[config.mk]
export PLATFORM = sky130hd
export DESIGN_NAME = scie_fir_issuer
export DESIGN_NICKNAME = d
export VERILOG_FILES = /design/src/rtl/scie_fir_issuer.sv
export SDC_FILE = /design/constraint.sdc
export NUM_CORES = 1
export LEC_CHECK = 0
export ABC_AREA = 1
export ABC_CLOCK_PERIOD_IN_PS = 1300
export CAP_MARGIN = 5
export CORE_UTILIZATION = 32
export DETAILED_ROUTE_END_ITERATION = 10
export HOLD_SLACK_MARGIN = 0.08
export PLACE_DENSITY = 0.77
export SETUP_SLACK_MARGIN = 0.1
export SLEW_MARGIN = 20
export SYNTH_ARGS = -nofsm -noshare
export SYNTH_HDL_FRONTEND = slang
export SYNTH_SLANG_ARGS = --single-unit
[constraint.sdc]
create_clock -name clock -period 1.3 [get_ports clock]
set_clock_uncertainty 0.05 [all_clocks]
set_input_delay 0.13 -clock clock [delete_from_list [all_inputs] [get_ports clock]]
set_output_delay 0.13 -clock clock [all_outputs]
set_load 0.01 [all_outputs]
[src/rtl/scie_fir_issuer.sv]
// Command-side initiator for the SCIE FIR unit: turns coefficient and sample
// requests into COEF/PUSH/READ custom instructions and buffers the returned result.
module scie_fir_issuer #(
  parameter int XLEN     = 32,
  parameter int NTAPS    = 5,
  parameter int PIPE_LAT = 1
) (
  input  logic            clock,
  input  logic            reset,
  input  logic            cfg_valid,
  output logic            cfg_ready,
  input  logic [XLEN-1:0] cfg_index,
  input  logic [XLEN-1:0] cfg_coeff,
  input  logic            smp_valid,
  output logic            smp_ready,
  input  logic [XLEN-1:0] smp_data,
  output logic            out_valid,
  input  logic            out_ready,
  output logic [XLEN-1:0] out_data,
  output logic            scie_valid,
  output logic [XLEN-1:0] scie_insn,
  output logic [XLEN-1:0] scie_rs1,
  output logic [XLEN-1:0] scie_rs2,
  input  logic [XLEN-1:0] scie_rd,
  output logic            err
);

  localparam logic [XLEN-1:0] INSN_COEF = XLEN'(32'h0000_000B);
  localparam logic [XLEN-1:0] INSN_PUSH = XLEN'(32'h0000_002B);
  localparam logic [XLEN-1:0] INSN_READ = XLEN'(32'h0000_005B);
  localparam int CW = 3;

  typedef enum logic [2:0] {
    IDLE,
    ISSUE_COEF,
    ISSUE_PUSH,
    ISSUE_READ,
    WAIT,
    CAPTURE
  } state_t;

  state_t          state_q, state_d;
  logic [CW-1:0]   wait_cnt_q, wait_cnt_d;
  logic            scie_valid_q, scie_valid_d;
  logic [XLEN-1:0] scie_insn_q, scie_insn_d;
  logic [XLEN-1:0] scie_rs1_q, scie_rs1_d;
  logic [XLEN-1:0] scie_rs2_q, scie_rs2_d;
  logic            out_valid_q, out_valid_d;
  logic [XLEN-1:0] out_data_q, out_data_d;
  logic            err_q, err_d;

  always_comb begin
    state_d      = state_q;
    wait_cnt_d   = wait_cnt_q;
    scie_valid_d = 1'b0;
    scie_insn_d  = '0;
    scie_rs1_d   = '0;
    scie_rs2_d   = '0;
    out_valid_d  = out_valid_q;
    out_data_d   = out_data_q;
    err_d        = err_q;

    // Readiness is gated by reset so nothing can handshake during the reset cycle.
    cfg_ready = (state_q == IDLE) && !reset;
    smp_ready = (state_q == IDLE) && !out_valid_q && !cfg_valid && !reset;

    if (out_valid_q && out_ready) begin
      out_valid_d = 1'b0;
    end

    // The scie_* registers are loaded with the encoding of the state being entered.
    unique case (state_q)
      IDLE: begin
        if (cfg_valid && cfg_ready) begin
          if (cfg_index < XLEN'(NTAPS)) begin
            state_d      = ISSUE_COEF;
            scie_valid_d = 1'b1;
            scie_insn_d  = INSN_COEF;
            scie_rs1_d   = cfg_coeff;
            scie_rs2_d   = cfg_index;
          end else begin
            err_d = 1'b1;
          end
        end else if (smp_valid && smp_ready) begin
          state_d      = ISSUE_PUSH;
          scie_valid_d = 1'b1;
          scie_insn_d  = INSN_PUSH;
          scie_rs1_d   = smp_data;
        end
      end
      ISSUE_COEF: begin
        state_d = IDLE;
      end
      ISSUE_PUSH: begin
        state_d      = ISSUE_READ;
        scie_valid_d = 1'b1;
        scie_insn_d  = INSN_READ;
      end
      ISSUE_READ: begin
        if (PIPE_LAT == 1) begin
          state_d = CAPTURE;
        end else begin
          state_d    = WAIT;
          wait_cnt_d = CW'(PIPE_LAT - 1);
        end
      end
      WAIT: begin
        if (wait_cnt_q <= CW'(1)) begin
          state_d = CAPTURE;
        end else begin
          wait_cnt_d = wait_cnt_q - CW'(1);
        end
      end
      CAPTURE: begin
        out_valid_d = 1'b1;
        out_data_d  = scie_rd;
        state_d     = IDLE;
      end
      default: begin
        state_d = IDLE;
      end
    endcase
  end

  always_ff @(posedge clock) begin
    if (reset) begin
      state_q      <= IDLE;
      wait_cnt_q   <= '0;
      scie_valid_q <= 1'b0;
      scie_insn_q  <= '0;
      scie_rs1_q   <= '0;
      scie_rs2_q   <= '0;
      out_valid_q  <= 1'b0;
      out_data_q   <= '0;
      err_q        <= 1'b0;
    end else begin
      state_q      <= state_d;
      wait_cnt_q   <= wait_cnt_d;
      scie_valid_q <= scie_valid_d;
      scie_insn_q  <= scie_insn_d;
      scie_rs1_q   <= scie_rs1_d;
      scie_rs2_q   <= scie_rs2_d;
      out_valid_q  <= out_valid_d;
      out_data_q   <= out_data_d;
      err_q        <= err_d;
    end
  end

  assign scie_valid = scie_valid_q;
  assign scie_insn  = scie_insn_q;
  assign scie_rs1   = scie_rs1_q;
  assign scie_rs2   = scie_rs2_q;
  assign out_valid  = out_valid_q;
  assign out_data   = out_data_q;
  assign err        = err_q;

endmodule

==> summary.md <==
| Metric | Value |
|---|---|
| Routed wire length | between 10000 and 15000 um |
| PwrDens | approximately 1000 nW/um^2 |
| Failing checks | design-rule violations, negative setup slack |
| Setup violators final | 38 |
| Pre-Repair DR Iteration Count | 7 |
| Kind of start point of the critical path | flip-flop |
| Final Cell Area | between 6000 and 7000 sq um |
| Top-Level Pins | between 200 and 300 |
| Global-route wire length before repair | around 18000 um |
| Root Buffer | clkbuf_16 |
| Starting Density | 0.335 |
| Slowest CP cell | dfxtp_2 |
| Antenna Nets Post-Route | 0 |
| Die X | about 110 um |
| Hold Buf Count CTS | 0 |
| Util after Layout | 0.587 |
| Via-to-Cell Ratio | 4.22 |
| Syn Inst Count | 441 |
| Die area | between 10000 and 15000 sq um |
| H-Tree Depth | 3 |
| Worst EP arrival | 1.60 ns |
| Core footprint | 11600 sq um |
| Total GRT Usage | 0.181 |
| Worst slack at placement | -0.418 ns |
| Max-Cap Viols | 0 |
| CTS buffer count | 9 |
| Required time of the critical path | around 1.5 ns |
| Vias in the first global route | roughly 3.7k |
| Final worst-path cycle share | 1.06 |
| Clk buf depth | 2 |
| Register area share after synthesis | 0.550 |
| Endpoints failing hold | 0 |
| Clk Latency, worst-skew pair | 0.34 ns |
| RSZ-0062 raised after global routing | yes |
| CTS tree | yes |
| Hold Path Depth | 3 |
| Die Y | around 110 um |
| Synth warn | 0 |
| Port bufs | around 240 |
| Synth Area per Inst | about 9 sq um |
| P&R area growth vs syn | 75.2% |
| Min Tclk post-route | 1.37 ns |
| Grt total ovfl | 0 |
| Synth cell types | 26 |
| Number of remaining DRC errors | 17 |
| Crit path largest cell delay | approximately 0.34 ns |
| FP Rows | 39 |
| Mapped Area | 3890 sq um |
| CP endpoint kind | flip-flop |
| Drt initial violations | 160 |
| Setup WS post-layout | -0.0734 ns |
| Reg clk slew, reported paths | about 0.070 ns |
| Type of the worst setup path | flip-flop to flip-flop |
| Max FO, Critical Path | 36 |
| Register bit total from synthesis | approximately 110 |
| Worst path cell trace | nor2_4, nand3_4, buf_6, nor2_4, nand3_4, buf_12, o21ai_1 |
| Fin. max-slew vios | 0 |
| Reg area | about 2100 sq um |
| Design Power | about 7 mW |
| Worst hold path type | input port to flip-flop |
| Fmax | 728 MHz |
| Buf/Inv on CP | 2 |
| Critical Path Stages | 7 |
| Placed Area | ~6500 sq um |
| Number of fill cells | just over 1k |
| ANT cells | 0 |
| Largest net degree at the start of global routing | 40 |
| R2r worst-path depth | 7 |
| Initial antenna violation count | 0 |
| Post-DP HPWL | 8610 um |
| Avg WL per Cell | between 10 and 15 um |
| RD Place Congestion | slightly above 0.8 |
| VDD IR max | 0.645 mV |
| Detailed-route via count | between 3k and 4k |
| Status | finished, violations left |
| Nets | 852 |
| Share of cells above drive strength 1 | 0.140 |
| Multi-input logic area | 1500 sq um |
| Clock sink count | ~110 |
| Pleak | ~3.2 nW |
| Delay-heaviest family, CP | simple AND/OR/NAND/NOR gates |
-- cells in the final DEF, fill, tap and decap left out, drive strengths merged --
cell type,count
a21oi,41
and2,2
buf,24
clkbuf,14
clkdlybuf4s15,8
clkdlybuf4s50,132
clkinvlp,2
conb,55
dfxtp,107
dlygate4sd2,94
ha,2
inv,54
nand2,78
nand3,39
nand4,2
nor2,30
nor3,1
o211ai,1
o21ai,34
o21bai,1
-- worst paths after layout --
check	from	to	slack (ns)
worst max-delay path	state_q[0]	scie_rs1[5]	-0.07
worst min-delay path	cfg_coeff[17]	scie_rs1[17]	0.29
worst max register to register	state_q[0]	scie_rs1[5]	-0.07
worst min register to register	out_data[28]	out_data[28]	0.41
-- what timing repair did --
action | CTS | global route
gates resized for setup | 134 | 31
setup endpoints to repair | 181 | 87
pin swaps | 4 | 0
setup buffers | 4 | 1
gates cloned | 0 | 2
-- where the power goes --
part	internal, mW	total [mW]	leakage [nW]	switching, mW
logic	0.533	0.890	2.15	0.357
registers	3.36	3.39	0.878	0.0257
clock network	1.41	2.59	0.135	1.18
total	5.30	6.87	3.17	1.57
-- Yosys cell counts, drive strengths merged --
library cell / number / share of area
a21oi: 41 / 0.055
and2: 2 / 0.0032
buf: 43 / 0.084
clkbuf: 7 / 0.0068
conb: 1 / 0.00096
dfxtp: 107 / 0.55
ha: 2 / 0.0064
inv: 52 / 0.050
nand2: 78 / 0.075
nand3: 39 / 0.058
nand4: 2 / 0.0032
nor2: 30 / 0.033
nor3: 1 / 0.0013
o211ai: 1 / 0.0019
o21ai: 34 / 0.069
o21bai: 1 / 0.0019
-- worst min-delay path: cells and delay by family --
family	cells	cell delay, ns
buffers and inverters	2	0.45
AOI/OAI and AO/OA	1	0.05
-- logic make-up after synthesis --
| logic type | Yosys count | synth area share |
|---|---|---|
| buf+inv | 102 | 0.141 |
| compound gates | 77 | 0.127 |
| fa+ha+maj | 2 | 0.00643 |
| simple gates | 152 | 0.174 |
| flops | 107 | 0.550 |
| other cells | 1 | 0.000963 |
-- flip-flops by register name (all words and copies together), names as in the netlist --
signal      cells
out_data       32
scie_rs1       32
scie_rs2       32
scie_insn       3
state_q         3
wait_cnt_q      3
err             1
out_valid       1
-- through the flow --
| stage | hold WS (ns) | instances | setup TNS (ns) |
|---|---|---|---|
| finish | 0.289 | 864 | -1.81 |
| global route | 0.282 | 864 | -5.08 |
| CTS | 0.273 | 861 | -3.50 |
| detailed placement | 0.398 | 842 | -16.05 |
| global placement | 0.394 | 842 | -13.92 |
| floorplan | 0.193 | 495 | 0 |
-- routing by layer --
layer	vias to the layer above	track usage	wire length, um
li1	1852	-	-
met1	1603	0.184	4200
met2	173	0.331	5760
met3	17	0.0675	1170
met4	0	0.0764	221
met5	-	0	0
-- final cells by class --
| class | count | share of cell area |
|---|---|---|
| clock inverters | 4 | 0.00477 |
| repair buffers | 261 | 0.368 |
| well taps | 143 | 0.0262 |
| clock buffers | 11 | 0.0371 |
| multi-input cells | 286 | 0.219 |
| flip-flops and latches | 107 | 0.315 |
| inverters | 52 | 0.0297 |
(Power assumes the default switching activity.)
